<file path="config.mk">
export PLATFORM = sky130hd
export DESIGN_NAME = udp_order_parser
export DESIGN_NICKNAME = d
export VERILOG_FILES = /design/src/rtl/hft_pkg.sv /design/src/rtl/order_word_fifo.sv /design/src/rtl/udp_order_parser.sv
export SDC_FILE = /design/constraint.sdc
export NUM_CORES = 1
export LEC_CHECK = 0
export CAP_MARGIN = 10
export CORE_UTILIZATION = 60
export DETAILED_ROUTE_END_ITERATION = 16
export DONT_BUFFER_PORTS = 1
export PLACE_DENSITY = 0.77
export RECOVER_POWER = 50
export SLEW_MARGIN = 20
export SYNTH_ARGS = -nofsm -noshare
export SYNTH_HDL_FRONTEND = slang
export SYNTH_SLANG_ARGS = --single-unit
</file>
<file path="constraint.sdc">
create_clock -name clk_udp -period 7.6 [get_ports clk_udp]
set_input_delay 2.28 -clock clk_udp [delete_from_list [all_inputs] [get_ports clk_udp]]
set_output_delay 2.28 -clock clk_udp [all_outputs]
set_load 0.02 [all_outputs]
</file>
<file path="src/rtl/hft_pkg.sv">
// Shared constants and types for the UDP order front end: order word layout,
// opcode values, header byte offsets and the parser state encoding.
package hft_pkg;

    // Order word layout: {price[31:16], is_buy[15], is_bot[14], qty[13:0]}
    localparam int PRICE_MSB = 31;
    localparam int PRICE_LSB = 16;
    localparam int BUY_BIT   = 15;
    localparam int BOT_BIT   = 14;
    localparam int QTY_W     = 14;

    // Opcodes carried in frame bytes 42-44
    localparam logic [23:0] OPC_MARKET = 24'h102030;
    localparam logic [23:0] OPC_DUMP   = 24'hF0E0D0;

    // Fixed header values that are checked
    localparam logic [7:0] ETH_TYPE_HI  = 8'h08;
    localparam logic [7:0] ETH_TYPE_LO  = 8'h00;
    localparam logic [7:0] IP_PROTO_UDP = 8'h11;

    // Byte offsets inside the Ethernet/IPv4/UDP frame
    localparam logic [5:0] ETH_TYPE_OFS = 6'd12;
    localparam logic [5:0] IP_PROTO_OFS = 6'd23;
    localparam logic [5:0] DIP_OFS      = 6'd30;
    localparam logic [5:0] SPORT_OFS    = 6'd34;
    localparam logic [5:0] OPC_OFS      = 6'd42;
    localparam logic [5:0] PAYLOAD_OFS  = 6'd45;

    // S_SKIP discards the tail of a dump frame without counting a drop
    typedef enum logic [2:0] {
        S_IDLE,
        S_HDR,
        S_OPC,
        S_PAYLOAD,
        S_DROP,
        S_SKIP
    } parser_state_t;

endpackage

</file>
<file path="src/rtl/order_word_fifo.sv">
// Small synchronous FIFO holding assembled order words. The head entry is
// presented combinationally (show-ahead) and forced to zero while empty.
module order_word_fifo #(
    parameter int WIDTH = 32,
    parameter int DEPTH = 4
)(
    input  logic             clk_udp,
    input  logic             rst_udp_n,
    input  logic             push,
    input  logic [WIDTH-1:0] push_data,
    input  logic             pop,
    output logic [WIDTH-1:0] head_data,
    output logic             full,
    output logic             empty
);

    localparam int AW = $clog2(DEPTH);

    logic [WIDTH-1:0] mem [DEPTH];
    logic [AW:0]      wr_ptr_reg;
    logic [AW:0]      rd_ptr_reg;
    logic             do_push;
    logic             do_pop;

    // Extra pointer MSB distinguishes full from empty when the indices match
    assign empty   = (wr_ptr_reg == rd_ptr_reg);
    assign full    = (wr_ptr_reg[AW] != rd_ptr_reg[AW]) &&
                     (wr_ptr_reg[AW-1:0] == rd_ptr_reg[AW-1:0]);
    assign do_pop  = pop && !empty;
    // A full FIFO still accepts a push when the head leaves in the same cycle
    assign do_push = push && (!full || do_pop);

    assign head_data = empty ? '0 : mem[rd_ptr_reg[AW-1:0]];

    // Pointer advance on accepted push/pop
    always_ff @(posedge clk_udp or negedge rst_udp_n) begin
        if (!rst_udp_n) begin
            wr_ptr_reg <= '0;
            rd_ptr_reg <= '0;
        end else begin
            if (do_push) wr_ptr_reg <= wr_ptr_reg + 1'b1;
            if (do_pop)  rd_ptr_reg <= rd_ptr_reg + 1'b1;
        end
    end

    // Storage write; contents need no reset because empty masks the head
    always_ff @(posedge clk_udp) begin
        if (do_push) mem[wr_ptr_reg[AW-1:0]] <= push_data;
    end

endmodule

</file>
<file path="src/rtl/udp_order_parser.sv">
// UDP order parser: filters Ethernet/IPv4/UDP frames byte by byte, decodes
// the opcode, packs payload bytes into 32-bit order words (MSB first) and
// queues them, or pulses dump_req for a dump request.
module udp_order_parser
    import hft_pkg::*;
#(
    parameter logic [31:0] DEST_IP    = 32'hC0A80132,
    parameter logic [15:0] SRC_PORT   = 16'd55555,
    parameter logic [23:0] OP_MARKET  = OPC_MARKET,
    parameter logic [23:0] OP_DUMP    = OPC_DUMP,
    parameter int          FIFO_DEPTH = 4,
    parameter int          CNT_W      = 16
)(
    input  logic             clk_udp,
    input  logic             rst_udp_n,
    input  logic [7:0]       rx_axis_tdata,
    input  logic             rx_axis_tvalid,
    input  logic             rx_axis_tlast,
    output logic [31:0]      order_tdata,
    output logic             order_tvalid,
    input  logic             order_tready,
    output logic             dump_req,
    output logic [CNT_W-1:0] frame_drop_cnt,
    output logic [CNT_W-1:0] order_ovf_cnt,
    output logic             parser_busy
);

    localparam logic [5:0] HDR_LAST = OPC_OFS - 6'd1;
    localparam logic [5:0] OPC_LAST = OPC_OFS + 6'd2;

    parser_state_t    state_reg, state_next;
    logic [5:0]       idx_reg;
    logic [15:0]      opc_reg;
    logic [1:0]       lane_reg;
    logic [23:0]      shift_reg;
    logic             dump_req_reg;
    logic [CNT_W-1:0] drop_cnt_reg;
    logic [CNT_W-1:0] ovf_cnt_reg;

    logic [23:0]      opc_word;
    logic [7:0]       exp_byte;
    logic             exp_en;
    logic             hdr_bad;
    logic             drop_evt;
    logic             dump_evt;
    logic             push_evt;
    logic [31:0]      push_word;
    logic             fifo_full;
    logic             fifo_empty;
    logic             ovf_evt;

    // Opcode as it stands once the third opcode byte is on the bus
    assign opc_word  = {opc_reg, rx_axis_tdata};
    assign push_word = {shift_reg, rx_axis_tdata};

    // Expected value for the header byte at the current index (don't-care elsewhere)
    always_comb begin
        exp_en   = 1'b1;
        exp_byte = 8'h00;
        case (idx_reg)
            ETH_TYPE_OFS:        exp_byte = ETH_TYPE_HI;
            ETH_TYPE_OFS + 6'd1: exp_byte = ETH_TYPE_LO;
            IP_PROTO_OFS:        exp_byte = IP_PROTO_UDP;
            DIP_OFS:             exp_byte = DEST_IP[31:24];
            DIP_OFS + 6'd1:      exp_byte = DEST_IP[23:16];
            DIP_OFS + 6'd2:      exp_byte = DEST_IP[15:8];
            DIP_OFS + 6'd3:      exp_byte = DEST_IP[7:0];
            SPORT_OFS:           exp_byte = SRC_PORT[15:8];
            SPORT_OFS + 6'd1:    exp_byte = SRC_PORT[7:0];
            default:             exp_en   = 1'b0;
        endcase
    end

    assign hdr_bad = exp_en && (rx_axis_tdata != exp_byte);

    // State register
    always_ff @(posedge clk_udp or negedge rst_udp_n) begin
        if (!rst_udp_n) state_reg <= S_IDLE;
        else            state_reg <= state_next;
    end

    // Next-state decision; tlast always returns to idle so frames can abut
    always_comb begin
        state_next = state_reg;
        if (rx_axis_tvalid) begin
            case (state_reg)
                S_IDLE, S_HDR: begin
                    if (rx_axis_tlast)             state_next = S_IDLE;
                    else if (hdr_bad)              state_next = S_DROP;
                    else if (idx_reg == HDR_LAST)  state_next = S_OPC;
                    else                           state_next = S_HDR;
                end
                S_OPC: begin
                    if (rx_axis_tlast)                 state_next = S_IDLE;
                    else if (idx_reg == OPC_LAST) begin
                        if (opc_word == OP_MARKET)     state_next = S_PAYLOAD;
                        else if (opc_word == OP_DUMP)  state_next = S_SKIP;
                        else                           state_next = S_DROP;
                    end
                end
                default: begin
                    if (rx_axis_tlast) state_next = S_IDLE;
                end
            endcase
        end
    end

    // Per-beat events: drop counted once at the rejecting beat, dump at opcode end
    always_comb begin
        drop_evt = 1'b0;
        dump_evt = 1'b0;
        push_evt = 1'b0;
        if (rx_axis_tvalid) begin
            case (state_reg)
                S_IDLE, S_HDR: drop_evt = hdr_bad || rx_axis_tlast;
                S_OPC: begin
                    if (idx_reg == OPC_LAST) begin
                        dump_evt = (opc_word == OP_DUMP);
                        drop_evt = (opc_word != OP_MARKET) && (opc_word != OP_DUMP);
                    end else begin
                        drop_evt = rx_axis_tlast;
                    end
                end
                S_PAYLOAD: push_evt = (lane_reg == 2'd3);
                default: ;
            endcase
        end
    end

    // Byte index, opcode capture, payload lane/shift register and dump pulse
    always_ff @(posedge clk_udp or negedge rst_udp_n) begin
        if (!rst_udp_n) begin
            idx_reg      <= '0;
            opc_reg      <= '0;
            lane_reg     <= '0;
            shift_reg    <= '0;
            dump_req_reg <= 1'b0;
        end else begin
            dump_req_reg <= dump_evt;
            if (rx_axis_tvalid) begin
                if (rx_axis_tlast)                 idx_reg <= '0;
                else if (idx_reg != PAYLOAD_OFS)   idx_reg <= idx_reg + 6'd1;
                if (state_reg == S_OPC)            opc_reg <= {opc_reg[7:0], rx_axis_tdata};
                if (state_reg == S_PAYLOAD) begin
                    shift_reg <= {shift_reg[15:0], rx_axis_tdata};
                    lane_reg  <= rx_axis_tlast ? 2'd0 : lane_reg + 2'd1;
                end else begin
                    lane_reg  <= 2'd0;
                end
            end
        end
    end

    // A push is lost only when the FIFO is full and the head is not leaving
    assign ovf_evt = push_evt && fifo_full && !order_tready;

    // Saturating statistics
    always_ff @(posedge clk_udp or negedge rst_udp_n) begin
        if (!rst_udp_n) begin
            drop_cnt_reg <= '0;
            ovf_cnt_reg  <= '0;
        end else begin
            if (drop_evt && (drop_cnt_reg != '1)) drop_cnt_reg <= drop_cnt_reg + 1'b1;
            if (ovf_evt  && (ovf_cnt_reg  != '1)) ovf_cnt_reg  <= ovf_cnt_reg + 1'b1;
        end
    end

    order_word_fifo #(
        .WIDTH (32),
        .DEPTH (FIFO_DEPTH)
    ) u_fifo (
        .clk_udp   (clk_udp),
        .rst_udp_n (rst_udp_n),
        .push      (push_evt),
        .push_data (push_word),
        .pop       (order_tready),
        .head_data (order_tdata),
        .full      (fifo_full),
        .empty     (fifo_empty)
    );

    assign order_tvalid   = !fifo_empty;
    assign dump_req       = dump_req_reg;
    assign frame_drop_cnt = drop_cnt_reg;
    assign order_ovf_cnt  = ovf_cnt_reg;
    assign parser_busy    = (state_reg != S_IDLE) || !fifo_empty;

endmodule
</file>
# == After elaboration in Yosys (flattened, before gate mapping) ==
# Memories as Yosys holds them, arrays and structs flattened.
# Index checks and enable logic that the tools add are counted.
# totals
regBits,90
ramBits,128
output_inout_bits,67
elab_cells,95
mem_count,1
# memory_table
name,depth,width,rd,rd_ports_with_merged_regs,wr,line,source
u_fifo.mem,4,32,1,0,1,order_word_fifo.sv:19,logic [WIDTH-1:0] mem [DEPTH];
# op_classes
add_sub_neg,6
n_eq_ne,27
mux,26
n_reduce_logical,25
# ops
operator,n
8-bit one-hot mux with 8 select lines,1
6-bit == test (second input constant),6
16-bit by 1-bit adder with 16-bit output (second input constant),2
32-bit 2-to-1 mux,1
16-bit != test (second input constant),2
24-bit by 21-bit == test with 1-bit output (second input constant),1
24-bit == test (second input constant),1
24-bit by 21-bit != test with 1-bit output (second input constant),1
24-bit != test (second input constant),1
6-bit by 5-bit == test with 1-bit output (second input constant),3
3-bit 2-to-1 mux,6
6-bit by 4-bit == test with 1-bit output (second input constant),2
6-bit 2-to-1 mux,2
1-bit 2-to-1 mux,11
1-bit logical AND,9
9-bit OR reduction,1
8-bit != test,1
3-bit by 1-bit adder with 3-bit output (second input constant),2
6-bit by 1-bit adder with 6-bit output (second input constant),1
3-bit by 2-bit == test with 1-bit output (second input constant),2
2-bit 2-to-1 mux,3
6-bit != test (second input constant),1
3-bit one-hot mux with 2 select lines,1
2-bit AND reduction,3
other kinds (15),20

# == Logic depth before layout (Yosys ltp) ==
# depth
ltp_word,8
ltp_mapped,11
depth_no_buf,10

# == Cells and area by module ==
# From an unflattened synthesis, not the netlist that was laid out.
# unflattened
cells_unflattened,600
area_unflattened_um2,9429.0
# by_module_without_submodules
module,n_inst,cells_each,area_per_inst_um2
order_word_fifo,1,238,5286.3
udp_order_parser,1,362,4142.7

# == Least setup slack after synthesis ==
# Ideal clock, no wire load.
# synth_timing
path_kind,input -> register
start,input port rx_axis_tvalid
end,memory u_fifo.mem[3][0] (enable)
setup_time_ps,394
arrival_ps,4144
required_time_ps,7206
setup_slack_ps,3063
cell_stages,7
path_cell_list,buf_2 > and2b_1 > and3_1 > clkbuf_1 > nand2_1 > nor2_1 > and2_1
# synth_via
elab_chain_len,4
# synth_lines
item,line,source
start: declaration,udp_order_parser.sv:17,"input logic rx_axis_tvalid,"
1-bit 2-to-1 mux,udp_order_parser.sv:113,if (rx_axis_tvalid) begin
1-bit logical AND,order_word_fifo.sv:31,assign do_push = push && (!full || do_pop);
1-bit 2-to-1 mux,order_word_fifo.sv:48,if (do_push) mem[wr_ptr_reg[AW-1:0]] <= push_data;
1-bit 2-to-1 mux (implied by the code),order_word_fifo.sv:48,
end: declaration,order_word_fifo.sv:19,
# Every way passes these cells.

# == Worst setup path after layout ==
# layout_timing
start,register u_fifo.wr_ptr_reg[1]
end,output port parser_busy
# layout_via
elab_chain_len,3
# layout_lines
item,line,source
start: declaration,order_word_fifo.sv:20,logic [AW:0] wr_ptr_reg;
start signal: assignment,order_word_fifo.sv:41,if (do_push) wr_ptr_reg <= wr_ptr_reg + 1'b1;
3-bit == test,order_word_fifo.sv:26,assign empty = (wr_ptr_reg == rd_ptr_reg);
1-bit zero test,n/a,
net order_tvalid,udp_order_parser.sv:20,"output logic order_tvalid,"
1-bit logical OR,udp_order_parser.sv:186,assign parser_busy = (state_reg != S_IDLE) || !fifo_empty;
end: declaration,udp_order_parser.sv:25,output logic parser_busy
# The timed path passes the listed nets, and every way through them passes these cells.

==> results.py <==
metrics = {
    "critical_path": {
        "crit_required_ns": 5.32,
        "cp_num_cells": 4,
        "crit_type": "reg2out",
        "regToRegSetupSlack_ns": 4.27,
        "worst-path-buf-inv": 0,
        "crit_chain": "xor2_1 > nor2_1 > nand2_2 > or4_1",
        "cp_max_fo": 36,
        "critPathSlowestCell": "or4_1",
        "arrival_ns": 2.42,
        "crit_path_end_kind": "primary output",
        "r2r_cells": 6,
        "critPathLaunchType": "flip-flop",
        "cp_top_family": "simple AND/OR/NAND/NOR gates",
        "max_stage_delay_ns": 0.73,
    },
    "logic_synthesis": {
        "yosysTopAreaCell": "edfxtp_1",
        "synth_top_cell_area_share_pct": 41.35,
        "synth_edf_count": 128,
        "synth.avg_cell_area_um2": 14.15,
        "yosysSeqAreaShare_pct": 65.57,
        "synth-seq-cells": 218,
        "synth_ff_type": "edfxtp_1",
        "ys_types": 55,
        "async_reset_ff_share_pct": 41.28,
        "synth_top_cells_by_area": "edfxtp_1 41%, dfrtp_1 24%, mux4_2 7.8%",
        "ys.warnings.count": 0,
        "syn-num-nets": 682,
        "synthCells": 657,
        "syn_area_mm2": 0.009296,
    },
    "power_and_ir_drop": {
        "ir_drop_uv": 201.4,
        "power_density_mw_per_mm2": 300.7,
        "p_leak_nw": 3.947,
    },
    "detailed_routing": {
        "wire_per_inst_um": 20.42,
        "drt_iter0_markers": 501,
        "ant_nets": 0,
        "vias": 5293,
        "drc_errors": 0,
        "vias_per_cell": 6.155,
        "drt_pass1_iterations": 5,
        "wirelength_mm": 17.56,
    },
    "clock_tree": {
        "clock-sinks": 218,
        "cts_tree": "yes",
        "cts-root-buf": "clkbuf_16",
        "clk_pin_slew_ns": 0.06,
        "numCtsBuffers": 22,
        "cts_setup_buffers": 0,
        "ctsResizeCount": 0,
        "cts_hold_buf": 0,
        "cts_buffer_depth": 3,
        "h-tree-depth": 1,
        "insertion_delay_ns": 0.51,
    },
    "placed_design": {
        "preCtsSetupSlack_ns": 2.614,
        "place_inst": 821,
        "dp_hpwl_mm": 10.84,
        "place_congestion": 0.8195,
        "port_buffers": 0,
    },
    "timing": {
        "setup_tns_ns": 0,
        "worst_pin_slew_ns": 1.091,
        "max_freq_mhz": 213.0,
        "finalHoldViolCount": 0,
        "rsz0062_at_grt": "no",
        "finClkSkew_ns": 0.02136,
        "final_max_slew_viol_count": 0,
        "layout_min_cycle_time_ns": 4.696,
        "worst_slack_ns": 2.904,
        "setup_violations": 0,
        "relSlewSlack_pct": 27.22,
        "min_period_over_period_pct": 61.79,
    },
    "finish": {
        "antenna_cells": 0,
        "final_cell_mix": "128 x edfxtp_1, 101 x nand2_1, 89 x dfrtp_1, 38 x and2_1, 32 x mux4_2",
        "syn_to_final_growth_pct": 8.910,
        "final_common_cell": "edfxtp_1",
        "final_layout_size_suffix_gt1_share_pct": 13.84,
        "num-fill-cells": 1036,
        "nets": 682,
        "instances_no_fill": 860,
        "largest_reg_flops": 128,
    },
    "floorplan": {
        "die-area_mm2": 0.01600,
        "pin_count": 80,
        "die_x_um": 126.5,
        "num_rows": 45,
        "core_area_mm2": 0.01515,
        "fp.dieH_um": 126.5,
        "initial_core_util_pct": 61.38,
    },
    "global_route": {
        "grt_max_degree": 91,
        "antenna_found_initial": 0,
        "grt_pass1_wl_mm": 28.55,
        "overflow": 0,
        "grt_usage_pct": 23.01,
        "grt_pass1_vias": 5513,
    },
    "outcome": {
        "status": "completed",
    },
    "min_path": {
        "min_path_type": "reg2reg",
        "hold_depth": 1,
    },
    "flow_run": {
        "drv_cap": 0,
    },
}
## synth_stat cells, types with 10 or more instances
master and n:
and2_1 39, dfrtp_1 90, nor3_1 13, nor4_1 10, mux2_2 18, mux4_2 32
nor2_1 20, o21ai_0 13, inv_1 16, xnor2_1 18, xor2_1 20, nand3_1 19
nand4_1 10, clkbuf_1 20, nand2_1 102, ha_1 12, edfxtp_1 128
## cells by family (layout without fill, tap and decap cells)
kind of cell / after synthesis / after routing / share of synthesized area (%)
and+or+nand+nor: 250 / 250 / 14.02
DFF: 218 / 218 / 65.57
muxes: 53 / 53 / 10.28
buffers and inverters: 46 / 61 / 2.073
AOI/OAI and AO/OA: 40 / 40 / 2.853
xor gates and xnor gates: 38 / 38 / 3.580
adders and majority gates: 12 / 12 / 1.615
## metrics by stage
step	utilization, %	power [mW]	area (um2)	hold slack [ns]
4_1_cts	66.83	3.076	10120	0.4974
2_1_floorplan	-	1.962	9296	0.4617
5_1_grt	66.85	3.178	10120	0.5344
3_3_place_gp	62.36	2.053	9445	0.4802
3_5_place_dp	62.36	2.065	9445	0.4846
6_report	66.85	3.044	10120	0.4975
## metal layers
layer	global-route usage [%]	share of wire, %	vias to the layer above
li1	-	-	2401
met5	0	0	-
met2	39.97	50	167
met1	28.89	41	2679
met4	8.575	3.1	0
met3	4.513	6.0	46
## final timing paths
kind	startpoint	end
worst max-delay path	u_fifo.wr_ptr_reg[1]	parser_busy
worst min-delay path	u_fifo.rd_ptr_reg[2]	u_fifo.rd_ptr_reg[2]
worst max register to register	state_reg[2]	u_fifo.mem[3][31]
worst min register to register	u_fifo.rd_ptr_reg[2]	u_fifo.rd_ptr_reg[2]
max in group asynchronous	rst_udp_n	shift_reg[22]
min in group asynchronous	rst_udp_n	idx_reg[5]
## final cells by class
class / instances / area (um2) / share of cell area, %
clock inverters: 8 / 72.57 / 0.7168
flip-flops and latches: 218 / 6097 / 60.22
repair buffers: 6 / 45.04 / 0.4449
multi-input cells: 393 / 3010 / 29.73
well taps: 188 / 235.2 / 2.323
clock buffers: 31 / 604.3 / 5.969
inverters: 16 / 60.06 / 0.5932
## report_power, final
group	leakage, nW	total, mW	switching [mW]	internal (mW)
sequential	2.32	1.36	0.0751	1.29
clock	0.331	1.01	0.427	0.588
combinational	1.30	0.668	0.403	0.265
total	3.95	3.04	0.905	2.14
Note: power is estimated with default switching activity, not from simulation.
